`config.mk`:
```
export PLATFORM = sky130hd
export DESIGN_NAME = alu_shift_seq
export DESIGN_NICKNAME = d
export VERILOG_FILES = /design/src/rtl/alu_shift_seq.sv
export SDC_FILE = /design/constraint.sdc
export NUM_CORES = 1
export LEC_CHECK = 0
export ABC_AREA = 1
export BUFFER_PORTS_ARGS = -buffer_cell sky130_fd_sc_hd__buf_2
export CAP_MARGIN = 10
export CORE_MARGIN = 4
export CORE_UTILIZATION = 28
export CTS_BUF_LIST = sky130_fd_sc_hd__clkbuf_4 sky130_fd_sc_hd__clkbuf_8
export CTS_CLUSTER_DIAMETER = 150
export DETAILED_ROUTE_END_ITERATION = 12
export PLACE_DENSITY = 0.46
export RECOVER_POWER = 25
export SKIP_LAST_GASP = 1
export SLEW_MARGIN = 20
export SYNTH_ARGS = -nofsm -noshare
export SYNTH_HDL_FRONTEND = slang
export SYNTH_SLANG_ARGS = --single-unit
```
`constraint.sdc`:
```
create_clock -name clock -period 2.83 [get_ports clock]
set_clock_uncertainty 0.1 [all_clocks]
set_input_delay 0.1415 -clock clock [delete_from_list [all_inputs] [get_ports clock]]
set_output_delay 0.1415 -clock clock [all_outputs]
set_load 0.01 [all_outputs]
```
`src/rtl/alu_shift_seq.sv`:
```
// Sequential shifter/rotator: one power-of-two stage per clock, AMT_W stages per request.
// Optional macro ALU_SHIFT_ZERO_BYPASS_EN: amount=0 or pass-through requests finish on the accept edge.
module alu_shift_seq #(
  parameter int WIDTH = 32,
  parameter int AMT_W = 5
) (
  input  logic             clock,
  input  logic             clear_n,
  input  logic             start,
  input  logic [2:0]       mode,
  input  logic [WIDTH-1:0] data_in,
  input  logic [AMT_W-1:0] amount,
  output logic             ready,
  output logic             busy,
  output logic             done,
  output logic [WIDTH-1:0] result,
  output logic             zero
);

  // state  | meaning
  // S_IDLE | waiting for start
  // S_RUN  | applying one shift stage per edge
  // S_DONE | result valid, done pulse; may accept the next request
  typedef enum logic [1:0] {S_IDLE, S_RUN, S_DONE} state_e;

  localparam logic [2:0] M_SHL  = 3'b000;
  localparam logic [2:0] M_SHR  = 3'b001;
  localparam logic [2:0] M_SHRA = 3'b010;
  localparam logic [2:0] M_ROL  = 3'b011;
  localparam logic [2:0] M_ROR  = 3'b100;
  localparam logic [AMT_W-1:0] ONE = {{(AMT_W-1){1'b0}}, 1'b1};

  state_e           state_q, state_d;
  logic [AMT_W-1:0] cnt_q, cnt_d;
  logic [AMT_W-1:0] amt_q, amt_d;
  logic [2:0]       mode_q, mode_d;
  logic [WIDTH-1:0] work_q, work_d;
  logic [WIDTH-1:0] result_q, result_d;
  logic             zero_q, zero_d;

  logic             accept, bypass, last;
  logic [AMT_W-1:0] step;
  logic [2*WIDTH-1:0] rol_w, ror_w;
  logic [WIDTH-1:0] stage_out;

  assign accept = start && (state_q != S_RUN);
  assign last   = (int'(cnt_q) == AMT_W - 1);

`ifdef ALU_SHIFT_ZERO_BYPASS_EN
  assign bypass = (amount == '0) || (mode > M_ROR);
`else
  assign bypass = 1'b0;
`endif

  // amt_q is shifted right each stage, so bit 0 always gates the current stage
  always_comb begin
    step      = ONE << cnt_q;
    rol_w     = {work_q, work_q} << step;
    ror_w     = {work_q, work_q} >> step;
    stage_out = work_q;
    if (amt_q[0]) begin
      case (mode_q)
        M_SHL:   stage_out = work_q << step;
        M_SHR:   stage_out = work_q >> step;
        M_SHRA:  stage_out = $signed(work_q) >>> step;
        M_ROL:   stage_out = rol_w[2*WIDTH-1:WIDTH];
        M_ROR:   stage_out = ror_w[WIDTH-1:0];
        default: stage_out = work_q;
      endcase
    end
  end

  always_ff @(posedge clock) begin
    if (!clear_n) state_q <= S_IDLE;
    else          state_q <= state_d;
  end

  always_comb begin
    state_d = state_q;
    case (state_q)
      S_IDLE:  if (start) state_d = bypass ? S_DONE : S_RUN;
      S_RUN:   if (last) state_d = S_DONE;
      S_DONE:  state_d = start ? (bypass ? S_DONE : S_RUN) : S_IDLE;
      default: state_d = S_IDLE;
    endcase
  end

  always_comb begin
    ready = (state_q != S_RUN);
    busy  = (state_q == S_RUN);
    done  = (state_q == S_DONE);
  end

  always_comb begin
    work_d   = work_q;
    amt_d    = amt_q;
    mode_d   = mode_q;
    cnt_d    = cnt_q;
    result_d = result_q;
    zero_d   = zero_q;
    if (accept) begin
      work_d = data_in;
      amt_d  = amount;
      mode_d = mode;
      cnt_d  = '0;
      if (bypass) begin
        result_d = data_in;
        zero_d   = (data_in == '0);
      end
    end else if (state_q == S_RUN) begin
      work_d = stage_out;
      amt_d  = amt_q >> 1;
      cnt_d  = last ? '0 : cnt_q + 1'b1;
      if (last) begin
        result_d = stage_out;
        zero_d   = (stage_out == '0);
      end
    end
  end

  always_ff @(posedge clock) begin
    if (!clear_n) begin
      work_q   <= '0;
      amt_q    <= '0;
      mode_q   <= '0;
      cnt_q    <= '0;
      result_q <= '0;
      zero_q   <= 1'b1;
    end else begin
      work_q   <= work_d;
      amt_q    <= amt_d;
      mode_q   <= mode_d;
      cnt_q    <= cnt_d;
      result_q <= result_d;
      zero_q   <= zero_d;
    end
  end

  assign result = result_q;
  assign zero   = zero_q;

endmodule
```
==> out/results.ini, run 1 <==
[sta]
post-route-min-period_ps = 2871
min_period_over_period_pct = 101.5
slew-limit-headroom_pct = 47.41
setup_ws_ps = -41.35
hold_viol = 0
drv_slew = 0
fmax_ghz = 0.3483
rsz0062_at_grt = yes
finalSetupViolCount = 3
worstMarginPinSlew_ps = 788.0

[global_routing]
gr-total-overflow = 0
antenna_found_initial = 0
grt.total_usage_pct = 29.91
grt_pass1_wl_um = 74930
grt_pass1_vias = 11840
grt_max_degree = 45

[power]
vdd_ir_drop_max_v = 0.0002194
leakage_nw = 6.094
power.density_nw_per_um2 = 373.6

[die]
num_rows = 62
fp.dieW_um = 180.6
die-area_sq_um = 32600
io_pins = 79
die_h_um = 180.6
core-area_sq_um = 29010
initial_core_util_pct = 28.73

[place]
place_ws_ps = -237.6
place.gp.congestion = 1.055
placed_cells = 2159
dpl.hpwl_um = 39330
port_buffers = 78

[clocking]
cts.sinks = 80
clockBufferDepth = 2
clk_latency_ps = 380
htree_levels = 3
clkTransAtPathRegs_ps = 110
clockRootBuffer = clkbuf_8
tritoncts = built
cts_buffers = 9

[routing]
wl_um = 51460
num_vias = 12720
postRouteAntennaNets = 0
via_per_inst = 5.643
remaining_drc_errors = 0
first_pass_iters = 6
wl_per_cell_um = 22.83
drt_iter0_markers = 1583

[yosys]
synth_top_cells_by_area = nand2_1 (25%), nand3_1 (24%), dfxtp_1 (19%)
synth_ff_type = dfxtp_1
syn_avg_cell_area_sq_um = 5.424
async_flop_share_pct = 0
synth_cell_type_count = 42
synth_largest_area_cell = nand2_1
syn_nets = 1582
seq_area_frac_synth_pct = 19.21
syn-cell-area_sq_um = 8337
netlist.area_leader.share_pct = 24.67
ys_ff_latch = 80
synth_cells = 1537
ys_warn_count = 0
synth_edf_count = 0

[cells_and_area]
syn_to_final_growth_pct = 52.60
final_cells = 2254
fin_util_pct = 43.85
layout_common_cells = nand2_1 (487), nand3_1 (329), buf_4 (266), inv_1 (82), dfxtp_1 (75)
diodes = 0
multiInputGateArea_sq_um = 6615
fill_cells = 3269
drive_above_1_share_pct = 30.43
nets = 1910
seqCellArea_sq_um = 1608
final_common_cell = nand2_1

[setup_path]
cp-start-kind = flip-flop
worstPathArrival_ps = 3080
rrSetupSlack_ps = -40
startpoint = cnt_q[2]$_SDFFE_PP0P_
worstPathMaxFanout = 8
timing.rr.start = cnt_q[2]$_SDFFE_PP0P_
endpoint_kind = flip-flop
ff2ff_path_depth = 23
worstSetupPathType = reg2reg
regToRegEndpoint = zero$_SDFFE_PN1P_
required_ps = 3040
cp-endpoint = zero$_SDFFE_PN1P_

[run]
drv_cap = 0

[run_status]
violations = setup timing
status = finished with violations

[worst_hold_path]
hold_path_class = in2reg

## sequential cells by signal (all words and copies together) (netlist names)
signal / count
amt_q: 5
cnt_q: 5
mode_q: 3
result: 32
state_q: 2
work_q: 32
zero: 1
## worst max-delay path, stage by stage (launching register included)
cell and delay, ps:
dfxtp_2 360, nor2_8 220, inv_2 70, nor2_4 130, buf_12 160, buf_12 160, buf_8 130, nand2_8 70
nand3_4 80, nand3_4 90, nand2_2 90, buf_4 100, nand2_1 60, nand2_2 110, nand2_2 80, a21oi_2 160
nand3_2 90, nand2_2 100, nand2_1 60, nor2_2 120, nand2_1 60, nor2_1 80, nand2_1 70, nand2_1 50
## power breakdown
group,switching [mW],internal [mW],leakage [nW]
sequential,0.0366,1.17,0.654
clock,0.517,0.515,0.117
combinational,1.54,0.974,5.32
## routing by layer
layer  vias to the layer above  track usage [%]  wire length, um
met2                       717            46.85            22430
li1                       5861                -                -
met1                      5995            40.68            21780
met3                       146            5.813             4817
met5                         -                0                0
met4                         0            11.43             2430
## cell usage after synthesis (5+ instances only)
library cell and number:
clkbuf_1 51, o21ai_1 20, nand4_1 30, o221ai_1 5, inv_1 83, nand2_1 548
buf_6 6, o211ai_1 18, inv_2 8, buf_2 30, o21ai_0 51, buf_4 15
nand3_1 399, nor2_1 64, a21oi_1 47, dfxtp_1 80, a31oi_1 34
## how the worst min path moves through the flow
stage / to / startpoint / depth (start not counted) / slack [ps]
floorplan: state_q[0]$_SDFFE_PN0P_ / start / 2 / 190
global placement: work_q[8]$_SDFFE_PN0P_ / data_in[8] / 3 / 300
detailed placement: work_q[8]$_SDFFE_PN0P_ / data_in[8] / 3 / 310
CTS: amt_q[3]$_SDFFE_PN0P_ / clear_n / 4 / 170
global route: amt_q[3]$_SDFFE_PN0P_ / clear_n / 4 / 200
finish: amt_q[1]$_SDFFE_PN0P_ / clear_n / 4 / 190
## cells by family (layout without fill, tap and decap cells)
kind of cell / Yosys count / after routing / synth area share, %
buffers and inverters: 198 / 531 / 10.58
DFF: 80 / 80 / 19.21
adders and majority gates: 2 / 2 / 0.3001
AOI/OAI and AO/OA: 189 / 189 / 13.15
and+or+nand+nor: 1066 / 1066 / 56.55
xor gates and xnor gates: 2 / 2 / 0.2102
## per-stage QoR
stage                     hold slack (ps)  TNS (ps)  area [sq um]  total power [mW]
after floorplan                     188.6         0          8337             2.312
after global placement              295.4    -832.5         10910             3.354
after detailed placement            313.9    -666.8         10910             3.336
after CTS                           165.6    -16.36         12190             4.576
after global routing                199.8     -1036         12720             4.978
final                               189.6    -67.11         12720             4.753
## repair_timing
item,4_1_cts,5_1_grt
buffers inserted,20,14
endpoints found under the hold margin,41,0
gates cloned,2,2
endpoints found under the setup margin,11,39
pin swaps,40,35
hold buffers,41,0
resized for setup,113,98
## final cells by class
type	count	share of cell area (%)
multi-input combinational	1259	52.00
timing repair buffer	421	26.99
sequential	80	12.64
tap	384	3.777
inverter	94	2.793
clock buffer	9	0.9736
clock inverter	7	0.8360
(Power assumes the default switching activity.)
==> run 2: changes to the inputs <==
--- a/config.mk
+++ b/config.mk
@@ -13,7 +13,7 @@
 export CTS_BUF_LIST = sky130_fd_sc_hd__clkbuf_4 sky130_fd_sc_hd__clkbuf_8
 export CTS_CLUSTER_DIAMETER = 150
 export DETAILED_ROUTE_END_ITERATION = 12
-export PLACE_DENSITY = 0.46
+export PLACE_DENSITY_LB_ADDON = 0.2
 export RECOVER_POWER = 25
 export SKIP_LAST_GASP = 1
 export SLEW_MARGIN = 20
==> run 2 against run 1 <==
Effect of this change:
- the run still ends with setup timing left
- first-iteration DRC count shrank 6.6%
- clock power shrank 17%
- non-clock buffer count grew 13
- fmax shrank 2.2%
- sequential power is essentially flat
- critical path type unchanged
==> out/results.ini, run 2 (synthesis gave the netlist of run 1 again) <==
[setup_path]
worstSetupPathType = reg2reg  ; unchanged
cp_common_cell = nand2_1  ; unchanged
ff2ff_path_depth = 19  ; was 23
worstPathArrival_ps = 3160  ; was 3080 ps
max_stage_delay_ps = 350  ; was 360 ps
endpoint_kind = flip-flop  ; unchanged
cp-start-kind = flip-flop  ; unchanged
worstPathCellList = buf_12, nor2_8, buf_8, nand4_1, nand3_1, nand3_1, nand2_1, nand2_1, nand2_1, nand2_1, a21oi_1, nand3_2, nand2_1, nand2_1, nor2_2, nand2_1, nor2_1, nand2_1, nand2_1  ; was nor2_8, inv_2, nor2_4, buf_12, buf_12, buf_8, nand2_8, nand3_4, nand3_4, nand2_2, buf_4, nand2_1, nand2_2, nand2_2, a21oi_2, nand3_2, nand2_2, nand2_1, nor2_2, nand2_1, nor2_1, nand2_1, nand2_1
worstPathMaxFanout = 5  ; was 8
cpMaxStageDelayCell = dfxtp_2  ; unchanged
required_ps = 3060  ; was 3040 ps

[sta]
drv_slew = 0  ; unchanged
rsz0062_at_grt = yes  ; unchanged
worstMarginPinSlew_ps = 448.1  ; was 788.0 ps
setup_ws_ps = -105.3  ; was -41.35 ps
fmax_ghz = 0.3407  ; was 0.3483 GHz
finalSetupViolCount = 2  ; was 3
slew-limit-headroom_pct = 70.13  ; was 47.41%
post-route-min-period_ps = 2935  ; was 2871 ps
hold_viol = 0  ; unchanged
whs_ps = 44.82  ; was 189.6 ps
min_period_over_period_pct = 103.7  ; was 101.5%

[routing]
wl_um = 51850  ; was 51460 um
wl_per_cell_um = 22.86  ; was 22.83 um
remaining_drc_errors = 0  ; unchanged
drt_iter0_markers = 1478  ; was 1583
num_vias = 12310  ; was 12720
via_per_inst = 5.427  ; was 5.643
first_pass_iters = 6  ; unchanged
postRouteAntennaNets = 0  ; unchanged

[run_status]
violations = setup timing  ; unchanged
status = finished with violations  ; unchanged

[cells_and_area]
nets = 1923  ; was 1910
final_cell_area_sq_um = 12210  ; was 12720 sq um
layout_common_cells = nand2_1 (519), nand3_1 (367), buf_4 (295), inv_1 (82), dfxtp_1 (77)  ; was nand2_1 (487), nand3_1 (329), buf_4 (266), inv_1 (82), dfxtp_1 (75)
final_common_cell = nand2_1  ; unchanged
syn_to_final_growth_pct = 46.42  ; was 52.60%
fill_cells = 3337  ; was 3269
drive_above_1_share_pct = 26.55  ; was 30.43%

[clocking]
clockRootBuffer = clkbuf_8  ; unchanged
tritoncts = built  ; unchanged
clkTransAtPathRegs_ps = 100  ; was 110 ps
cts.sinks = 80  ; unchanged
cts_buffers = 9  ; unchanged
clockBufferDepth = 2  ; unchanged
clk_latency_ps = 380  ; about the same
htree_levels = 3  ; unchanged

[place]
dpl.hpwl_um = 42000  ; was 39330 um
place.gp.congestion = 1.009  ; was 1.055
place_area_sq_um = 11200  ; was 10910 sq um
port_buffers = 78  ; unchanged

[power]
power.density_nw_per_um2 = 367.3  ; was 373.6 nW/um^2
vdd_ir_drop_max_v = 0.0002394  ; was 0.0002194 V
leakage_nw = 5.970  ; was 6.094 nW
p_total_mw = 4.483  ; was 4.753 mW

[die]
core-area_sq_um = 29010  ; unchanged
fp.dieW_um = 180.6  ; unchanged
io_pins = 79  ; unchanged
die-area_sq_um = 32600  ; unchanged
initial_core_util_pct = 28.73  ; unchanged
num_rows = 62  ; unchanged
die_h_um = 180.6  ; unchanged

[global_routing]
gr-total-overflow = 0  ; unchanged
grt_pass1_vias = 11440  ; was 11840
grt_pass1_wl_um = 75220  ; was 74930 um
grt.total_usage_pct = 30.41  ; was 29.91%
grt_max_degree = 42  ; was 45
antenna_found_initial = 0  ; unchanged

[worst_hold_path]
hold_path_class = in2reg  ; unchanged
hold_path_depth = 3  ; was 4

[run]
drv_cap = 0  ; unchanged

## run 2: final timing paths
path | slack [ps] | start | to
setup reg to reg | -110 | cnt_q[4]$_SDFFE_PP0P_ | zero$_SDFFE_PN1P_
setup / recovery | -110 | cnt_q[4]$_SDFFE_PP0P_ | zero$_SDFFE_PN1P_
hold reg to reg | 380 | amt_q[4]$_SDFFE_PN0P_ | amt_q[4]$_SDFFE_PN0P_
hold / removal | 40 | data_in[22] | work_q[22]$_SDFFE_PN0P_
## run 2: power breakdown
group / total [mW] / internal [mW] / leakage (nW) / switching (mW)
sequential: 1.21 / 1.17 / 0.653 / 0.0348
clock: 0.852 / 0.339 / 0.0980 / 0.513
combinational: 2.43 / 0.932 / 5.22 / 1.49
total: 4.48 / 2.44 / 5.97 / 2.04
## run 2: area by class of cell
type	instances	area [sq um]	share of cell area, %
Tap cell	384	480.5	3.936
Timing Repair Buffer	434	3372	27.62
Sequential cell	80	1605	13.15
Inverter	94	356.6	2.921
Clock buffer	9	123.9	1.015
Multi-Input combinational cell	1259	6203	50.82
Antenna cell	1	2.502	0.02050
Clock inverter	7	62.56	0.5125
## run 2: per-layer routing
layer  GRT usage, %  part of all wire, %
met1          43.74                   45
met2          44.85                   42
met3          5.511                  8.5
met4          11.98                  4.5
met5              0                    0
## run 2: worst max-delay path: cells and delay by family (launching register included)
kind	cells	cell delay, ps
compound gates	1	170
buf+inv	2	270
flops	1	350
simple gates	16	2000
## run 2: repair_timing
action,4_1_cts,5_1_grt
setup buffers,11,4
resized for setup,68,32
hold buffers,38,0
setup endpoints to repair,15,35
hold endpoints to repair,38,0
pin swaps,20,17
## run 2: through the flow
stage	setup TNS, ps	utilization, %	instances	setup slack (ps)
2_1_floorplan	0	-	1537	570.5
4_1_cts	-57.07	41.66	2263	-44.64
5_1_grt	-1555	42.06	2267	-345.0
3_3_place_gp	-1217	38.60	2198	-294.5
6_report	-126.1	42.07	2268	-105.3
3_5_place_dp	-1095	38.60	2198	-276.7
==> run 3: changes to the inputs <==
==> constraint.sdc (replaced) <==
create_clock -name clock -period 3.24 [get_ports clock]
set_clock_uncertainty 0.1 [all_clocks]
set_input_delay 0.162 -clock clock [delete_from_list [all_inputs] [get_ports clock]]
set_output_delay 0.162 -clock clock [all_outputs]
set_load 0.01 [all_outputs]
==> run 3 against run 2 <==
Effect of this change:
- the run now ends clean
- register-to-register slack better by 260 ps
- first-iteration DRC count up 23%
- critical path depth down 4
- global-route usage down 1.5 points
- worst hold slack worse by 42 ps
- fmax down 5.0%
- sequential power down 13%
- routed wire length down 5.7%
- sequential cell count unchanged
- cell area down 16%
- clock power down 2.9%
==> out/results.ini, run 3 (synthesis gave the netlist of run 1 again) <==
[die]
die-area_sq_um = 32600  ; unchanged
num_rows = 62  ; unchanged
initial_core_util_pct = 28.73  ; unchanged
io_pins = 79  ; unchanged
fp.dieW_um = 180.6  ; unchanged
die_h_um = 180.6  ; unchanged
core-area_sq_um = 29010  ; unchanged

[sta]
slew-limit-headroom_pct = 39.95  ; was 70.13%
drv_slew = 0  ; unchanged
min_period_over_period_pct = 95.37  ; was 103.7%
worstMarginPinSlew_ps = 899.8  ; was 448.1 ps
fmax_ghz = 0.3236  ; was 0.3407 GHz
fin_tns_setup_ps = 0  ; was -126.1 ps
post-route-min-period_ps = 3090  ; was 2935 ps
finalSetupViolCount = 0  ; was 2
hold_viol = 0  ; unchanged

[global_routing]
grt_max_degree = 62  ; was 42
antenna_found_initial = 0  ; unchanged
gr-total-overflow = 0  ; unchanged
grt_pass1_vias = 10890  ; was 11440
grt.total_usage_pct = 28.92  ; was 30.41%
grt_pass1_wl_um = 72310  ; was 75220 um

[routing]
via_per_inst = 5.691  ; was 5.427
first_pass_iters = 7  ; was 6
wl_um = 48910  ; was 51850 um
drt_iter0_markers = 1824  ; was 1478
wl_per_cell_um = 23.78  ; was 22.86 um
postRouteAntennaNets = 0  ; unchanged
remaining_drc_errors = 0  ; unchanged
num_vias = 11710  ; was 12310

[cells_and_area]
diodes = 0  ; was 1
fin_util_pct = 35.54  ; was 42.07%
seqCellArea_sq_um = 1603  ; was 1605 sq um
nets = 1713  ; was 1923
multiInputGateArea_sq_um = 5927  ; was 6203 sq um
drive_above_1_share_pct = 13.03  ; was 26.55%
layout_common_cells = nand2_1 (543), nand3_1 (395), buf_4 (92), inv_1 (83), dfxtp_1 (79)  ; was nand2_1 (519), nand3_1 (367), buf_4 (295), inv_1 (82), dfxtp_1 (77)
fill_cells = 3336  ; was 3337
final_common_cell = nand2_1  ; unchanged
syn_to_final_growth_pct = 23.68  ; was 46.42%

[setup_path]
timing.rr.start = cnt_q[2]$_SDFFE_PP0P_  ; was cnt_q[4]$_SDFFE_PP0P_
worstSetupPathType = reg2reg  ; unchanged
startpoint = cnt_q[2]$_SDFFE_PP0P_  ; was cnt_q[4]$_SDFFE_PP0P_
worstPathMaxFanout = 14  ; was 5
endpoint_kind = flip-flop  ; unchanged
worstPathArrival_ps = 3310  ; was 3160 ps
required_ps = 3460  ; was 3060 ps
cp-start-kind = flip-flop  ; unchanged

[run_status]
status = finished, final reports clean  ; was finished with violations

[clocking]
clockBufferDepth = 2  ; unchanged
clockRootBuffer = clkbuf_8  ; unchanged
cts_buffers = 9  ; unchanged
htree_levels = 3  ; unchanged
clk_latency_ps = 390  ; was 380 ps
clkTransAtPathRegs_ps = 100  ; about the same
tritoncts = built  ; unchanged
cts.sinks = 80  ; unchanged

[power]
p_switching_mw = 1.674  ; was 2.042 mW
leakage_nw = 4.908  ; was 5.970 nW
p_int_mw = 1.937  ; was 2.441 mW
p_comb_share_pct = 47.9  ; was 54.1%
switching_share_pct = 46.36  ; was 45.54%
vdd_ir_drop_max_v = 0.0001836  ; was 0.0002394 V
pwr-share-clk_pct = 22.9  ; was 19.0%
p_seq_share_pct = 29.2  ; was 26.9%
power.density_nw_per_um2 = 350.3  ; was 367.3 nW/um^2

[worst_hold_path]
hold_start = data_in[20]  ; was data_in[22]
hold_path_class = in2reg  ; unchanged

[place]
place.gp.congestion = 1.011  ; was 1.009
port_buffers = 78  ; unchanged
dpl.hpwl_um = 37800  ; was 42000 um

[run]
drv_cap = 0  ; unchanged

-- run 3: per-stage QoR --
| step | instance area, sq um | hold WS [ps] | total power [mW] | setup slack (ps) | instances |
|---|---|---|---|---|---|
| detailed placement | 9682 | 323.9 | 2.700 | -0.8611 | 2001 |
| global route | 10310 | 6.921 | 3.807 | -10.31 | 2057 |
| finish | 10310 | 2.620 | 3.612 | 150.0 | 2057 |
| global placement | 9682 | 316.4 | 2.714 | -6.066 | 2001 |
| floorplan | 8337 | 209.1 | 2.019 | 980.5 | 1537 |
| CTS | 10270 | 5.357 | 3.571 | 62.32 | 2055 |
-- run 3: routing by layer --
metal  vias to the layer above  wire length, um  global-route usage [%]
li1                       5456                -                       -
met1                      5466            21120                   40.37
met2                       678            21720                   46.04
met3                       107             4306                   4.522
met4                         0             1758                   8.651
met5                         -                0                       0
-- run 3: repair_timing --
item,in CTS,in global routing
setup buffers,0,2
gates resized for setup,1,16
endpoints found under the setup margin,1,2
endpoints found under the hold margin,38,0
hold buffers,38,0
pin swaps,0,5
-- run 3: worst max-delay path, stage by stage (launching register included) --
cell and delay (ps):
dfxtp_1 400, nor2_8 220, buf_4 260, nand4_1 290, nand3_1 250, nand3_1 140
a21boi_1 190, o21ai_1 220, nand3_1 220, nand2_1 170, nand2_1 80, nor2_2 190
nand2_1 90, nor2_1 110, nand2_1 60, nand2_1 50
-- run 3: area by class of cell --
class                           count  area share, %
Clock buffer                        9          1.201
Clock inverter                      7         0.8130
Inverter                           94          3.458
Multi-Input combinational cell   1259          57.48
Sequential cell                    80          15.54
Tap cell                          384          4.660
Timing Repair Buffer              224          16.84
-- run 3: path summary, 6_finish.rpt --
| kind | endpoint | slack, ps | cells after the start |
|---|---|---|---|
| setup reg to reg | zero$_SDFFE_PN1P_ | 150 | 15 |
| hold reg to reg | amt_q[4]$_SDFFE_PN0P_ | 370 | 2 |
| hold / removal | work_q[20]$_SDFFE_PN0P_ | 3 | 3 |
| setup / recovery | zero$_SDFFE_PN1P_ | 150 | 15 |
-- run 3: power groups by stage --
stage | sequential [mW] | clock [mW] | combinational (mW)
2_1_floorplan | 1.06 | 0 | 0.955
3_3_place_gp | 1.08 | 0 | 1.64
3_5_place_dp | 1.08 | 0 | 1.62
4_1_cts | 1.05 | 0.852 | 1.67
5_1_grt | 1.06 | 0.885 | 1.86
6_report | 1.05 | 0.827 | 1.73
